## config.mk

```make
export PLATFORM = sky130hd
export DESIGN_NAME = serial_deser
export DESIGN_NICKNAME = d
export VERILOG_FILES = /design/src/rtl/serial_deser_pkg.sv /design/src/rtl/deser_bitcnt.sv /design/src/rtl/serial_deser.sv
export SDC_FILE = /design/constraint.sdc
export NUM_CORES = 1
export LEC_CHECK = 0
export BUFFER_PORTS_ARGS = -buffer_cell sky130_fd_sc_hd__buf_2
export CORE_ASPECT_RATIO = 0.7
export CORE_MARGIN = 4
export CORE_UTILIZATION = 46
export CTS_CLUSTER_SIZE = 25
export DETAILED_ROUTE_END_ITERATION = 6
export PLACE_DENSITY = 0.71
export SYNTH_ARGS = -nofsm -noshare
export SYNTH_HDL_FRONTEND = slang
export SYNTH_HIERARCHICAL = 1
export SYNTH_SLANG_ARGS = --single-unit
```

## constraint.sdc

```tcl
create_clock -name clk -period 1.2 [get_ports clk]
set_input_delay 0.12 -clock clk [delete_from_list [all_inputs] [get_ports clk]]
set_output_delay 0.12 -clock clk [all_outputs]
set_load 0.03 [all_outputs]
```

## src/rtl/serial_deser_pkg.sv

```systemverilog
// Shared definitions for the serial deserializer.
//   state_t        : FSM state encoding (IDLE=0, SHIFT=1)
//   DEFAULT_WIDTH  : default word width used by serial_deser
package serial_deser_pkg;

    typedef enum logic {
        IDLE  = 1'b0,
        SHIFT = 1'b1
    } state_t;

    localparam int DEFAULT_WIDTH = 8;

endpackage

```

## src/rtl/deser_bitcnt.sv

```systemverilog
// Bit counter for the deserializer.
// It has a synchronous clear and an enable.
// It raises a terminal flag while the count equals WIDTH-1.
//   clk    in  1  clock
//   rst_n  in  1  synchronous active-low reset
//   clr    in  1  clear count to 0 (has priority over en)
//   en     in  1  increment count
//   tc     out 1  count == WIDTH-1
module deser_bitcnt #(
    parameter int WIDTH = 8,
    parameter int CNT_W = $clog2(WIDTH)
) (
    input  logic clk,
    input  logic rst_n,
    input  logic clr,
    input  logic en,
    output logic tc
);

    logic [CNT_W-1:0] cnt;

    always_ff @(posedge clk) begin
        if (!rst_n) begin
            cnt <= '0;
        end else if (clr) begin
            cnt <= '0;
        end else if (en) begin
            cnt <= cnt + CNT_W'(1);
        end
    end

    assign tc = (cnt == CNT_W'(WIDTH - 1));

endmodule

```

## src/rtl/serial_deser.sv

```systemverilog
// Serial-to-parallel deserializer.
// It collects WIDTH bits, MSB first, into one word.
// The word is presented on a valid/ready interface.
//   clk         in   1      clock
//   rst_n       in   1      synchronous active-low reset
//   sin         in   1      serial data bit
//   sin_en      in   1      sin is valid this cycle
//   start       in   1      frame-start pulse (also restarts a frame in progress)
//   dout        out  WIDTH  assembled word, MSB = first bit received
//   dout_valid  out  1      dout holds an unconsumed word
//   dout_ready  in   1      downstream accepts dout this cycle
//   busy        out  1      frame in progress
//   overrun     out  1      sticky: a completed word was dropped
//
// state | meaning
// ------+---------------------------------------------------
// IDLE  | no frame in progress, waiting for start
// SHIFT | collecting bits; leaves on the last bit unless start
module serial_deser
    import serial_deser_pkg::*;
#(
    parameter int WIDTH = DEFAULT_WIDTH,
    parameter int CNT_W = $clog2(WIDTH)
) (
    input  logic             clk,
    input  logic             rst_n,
    input  logic             sin,
    input  logic             sin_en,
    input  logic             start,
    output logic [WIDTH-1:0] dout,
    output logic             dout_valid,
    input  logic             dout_ready,
    output logic             busy,
    output logic             overrun
);

    state_t           state;
    logic [WIDTH-2:0] sr;
    logic [WIDTH-1:0] word;
    logic             shift_en;
    logic             last_bit;
    logic             tc;

    // Only WIDTH-1 bits are stored.
    // The final bit goes straight from sin into the completed word.
    assign word     = {sr, sin};
    assign shift_en = (state == SHIFT) && sin_en;
    assign last_bit = shift_en && tc;

    // The counter also clears on the last bit.
    // That keeps it in range for widths that are not a power of two.
    deser_bitcnt #(
        .WIDTH (WIDTH),
        .CNT_W (CNT_W)
    ) u_bitcnt (
        .clk   (clk),
        .rst_n (rst_n),
        .clr   (start || last_bit),
        .en    (shift_en),
        .tc    (tc)
    );

    always_ff @(posedge clk) begin
        if (!rst_n) begin
            state      <= IDLE;
            sr         <= '0;
            dout       <= '0;
            dout_valid <= 1'b0;
            overrun    <= 1'b0;
        end else begin
            // start wins over the return to IDLE on the last bit
            if (start) begin
                state <= SHIFT;
            end else if (last_bit) begin
                state <= IDLE;
            end

            if (start) begin
                sr <= '0;
            end else if (shift_en) begin
                sr <= word[WIDTH-2:0];
            end

            if (dout_valid && dout_ready) begin
                dout_valid <= 1'b0;
            end

            // A completed word needs a free slot. The slot is free if it is
            // empty, or if it is being consumed in this same cycle.
            if (last_bit) begin
                if (!dout_valid || dout_ready) begin
                    dout       <= word;
                    dout_valid <= 1'b1;
                end else begin
                    overrun <= 1'b1;
                end
            end
        end
    end

    assign busy = (state == SHIFT);

endmodule

```

==> flow_summary.toml <==
[status]
outcome = "finished, violations left"
violations = "setup timing"

[power_and_ir_drop]
clkPwrFrac = 0.297
p_sw_frac = 0.2271
vdd.ir_drop.worst_uv = 618.8
power.share.combinational = 0.067
power.total_uw = 1113
internal-power_uw = 860.3
p_leak_uw = 0.0004139
seqPwrFrac = 0.636
power_density_nw_per_um2 = 1037
p_switching_uw = 252.7

[run]
cap_violations = 0

[setup_path]
start_kind = "register"
reg2reg_depth = 6
worst-path-stages = 6
crit_arrival_ps = 1500
cp_slowest_cell = "dfxtp_2"
required_ps = 1440
path_cells = "ha_4, ha_4, nand3_4, nor2b_4, buf_12, mux2i_2"
path_buf_inv = 1
critPathCaptureType = "register"
critPathMaxStageDelay_ps = 370
crit_type = "register to register"
cpMostUsedCell = "ha_4"
cp_max_fo = 8
cpLargestDelayFamily = "flip-flops"

[timing]
layout_setup_ws_ps = -68.85
slew_violations = 0
finalHoldViolCount = 0
period_needed_ps = 1269
skew_ps = 10.25
timing.fmax_mhz = 788.1
finalSetupTns_ps = -518.0
rsz0062_at_grt = "true"
setup_viol = 12
worstMarginPinSlew_ps = 276.2
relSlewSlack = 0.8158
min_period_over_period = 1.057

[floorplanning]
initial_core_util = 0.5164
rows = 12
io_pins = 17
die-area_um2 = 2658
core-area_um2 = 1682
die-width_um = 59.93
die_h_um = 44.35

[global_route]
gr-max-usage-layer = "met2"
grt_pass1_vias = 660
use_met2 = 0.2328
use_met3 = 0.05248
grt_first_pass_wirelength_um = 2870
grt_max_degree = 20
grt_usage = 0.1455
gr-total-overflow = 0
met1_usage = 0.1849
antenna_found_initial = 0

[drt]
vias_per_cell = 5.036
first_pass_iters = 4
vias = 690
drtIter0Drc = 21
routed_wl_um = 1707
drtAntennaViolNets = 0
wl_per_cell_um = 12.46
drc = 0

[yosys]
synth_area_um2 = 868.3
async_flop_share = 0
synth_warnings = 6
synth_edf_count = 0
synth_top_flop_cell = "dfxtp_1"
synthesis.nets = 101
synth_area_per_cell_um2 = 9.337
synth_seq_cells = 21
ys_seq_area_frac = 0.4841
synth_cell_types = 19
syn_inst = 93

[final_layout]
area_growth_pct = 23.63
diodes = 0
fin_nets = 125
drive_above_1_share = 0.3448
fill_cells = 142
ff_latch_area_um2 = 424.2
multi_input_area_um2 = 440.4

[clock_network]
cts.path.max_buffers = 2
cts_root_buf = "clkbuf_4"
worstSkewPairLatency_ps = 300
cts_tree = "yes"
cts_buffers = 3
clkSinkCount = 21
path_clk_slew_ps = 110
hold_buffers = 0
htree_levels = 1

[place]
io_buffer_count = 16
dp_hpwl_um = 1301
gp_congestion = 0.8149

[hold_path]
hold_path_class = "primary input to register"
min_path_cells = 2
## per-layer routing
layer,vias up,part of all wire
met2,16,0.44
met5,-,0
met4,0,0.010
met1,319,0.49
li1,351,-
met3,4,0.059
## sequential cells by signal, summed over array words and instances (netlist names)
signal        cells
busy              1
dout              8
dout_valid        1
overrun           1
sr                7
u_bitcnt/cnt      3
## worst paths after layout
check | startpoint | to | slack, ps
setup / recovery | u_bitcnt/cnt[1] | dout[3] | -70
hold / removal | rst_n | busy | 50
setup reg to reg | u_bitcnt/cnt[1] | dout[3] | -70
hold reg to reg | dout[7] | dout[7] | 460
## cells by family (layout without fill, tap and decap cells)
| logic type | Yosys count | count (layout) | share of synthesized area |
|---|---|---|---|
| and+or+nand+nor | 43 | 43 | 0.2392 |
| DFF | 21 | 21 | 0.4841 |
| AOI/OAI and AO/OA | 10 | 10 | 0.06341 |
| muxes | 10 | 10 | 0.1153 |
| buffers and inverters | 6 | 29 | 0.05907 |
| adders and majority gates | 2 | 2 | 0.02881 |
| xor gates and xnor gates | 1 | 1 | 0.01009 |
## cell usage in the layout, fill, tap and decap left out
cell type	count
nand2_1	25
dfxtp_1	18
buf_2	16
mux2i_1	9
a21oi_1	8
nand3_1	7
buf_4	7
dfxtp_2	3
clkbuf_4	3
nor2_2	3
nand2b_1	2
ha_4	2
inv_2	1
nand3_4	1
or2b_1	1
nor2b_4	1
mux2i_2	1
a21boi_1	1
nor2_1	1
o21a_1	1
nor2b_1	1
clkbuf_1	1
buf_12	1
nand2b_4	1
xnor2_1	1
## power groups by stage
stage          Combinational, µW  Sequential (µW)  Clock [µW]
2_1_floorplan               49.8              725           0
3_3_place_gp                72.2              723           0
3_5_place_dp                72.4              723           0
4_1_cts                     73.7              708         341
5_1_grt                     82.8              709         378
6_report                    75.1              708         330
## stage by stage
step,hold WS [ps],instance area (µm²),cells,utilization,setup WS [ps]
floorplan,249.1,892.1,93,-,-7.629
global placement,364.8,1008,131,0.5997,-41.95
detailed placement,371.9,1008,131,0.5997,-120.9
CTS,48.73,1060,136,0.6302,-72.80
global route,40.54,1074,137,0.6384,-131.3
finish,50.30,1074,137,0.6384,-68.85
## synth_stat cells, types with 2 or more instances
cell      number  share of area
nand2_1       25           0.11
dfxtp_1       21           0.48
ha_1           2          0.029
buf_2          2          0.012
nand2b_1       3          0.022
nand3_1        7          0.040
buf_6          2          0.026
a21oi_1        8          0.046
mux2i_1       10           0.12
nor2_1         4          0.017
## final cells by class
type | instances | area share
multi-input cells | 66 | 0.4103
inverters | 1 | 0.003497
flip-flops and latches | 21 | 0.3951
clock buffers | 4 | 0.02448
well taps | 21 | 0.02448
repair buffers | 24 | 0.1422
## worst register-to-register path, stage by stage (launching register included)
cell and delay [ps]:
dfxtp_2 370, ha_4 140, ha_4 130, nand3_4 80, nor2b_4 140, buf_12 140
mux2i_2 210
## what timing repair did
| action | 4_1_cts | 5_1_grt |
|---|---|---|
| resized for setup | 5 | 3 |
| endpoints found under the setup margin | 11 | 13 |
| buffers inserted | 1 | 1 |
| gates cloned | 0 | 0 |
| pin swaps | 3 | 1 |
No activity file was read; power rests on OpenSTA's default activity.
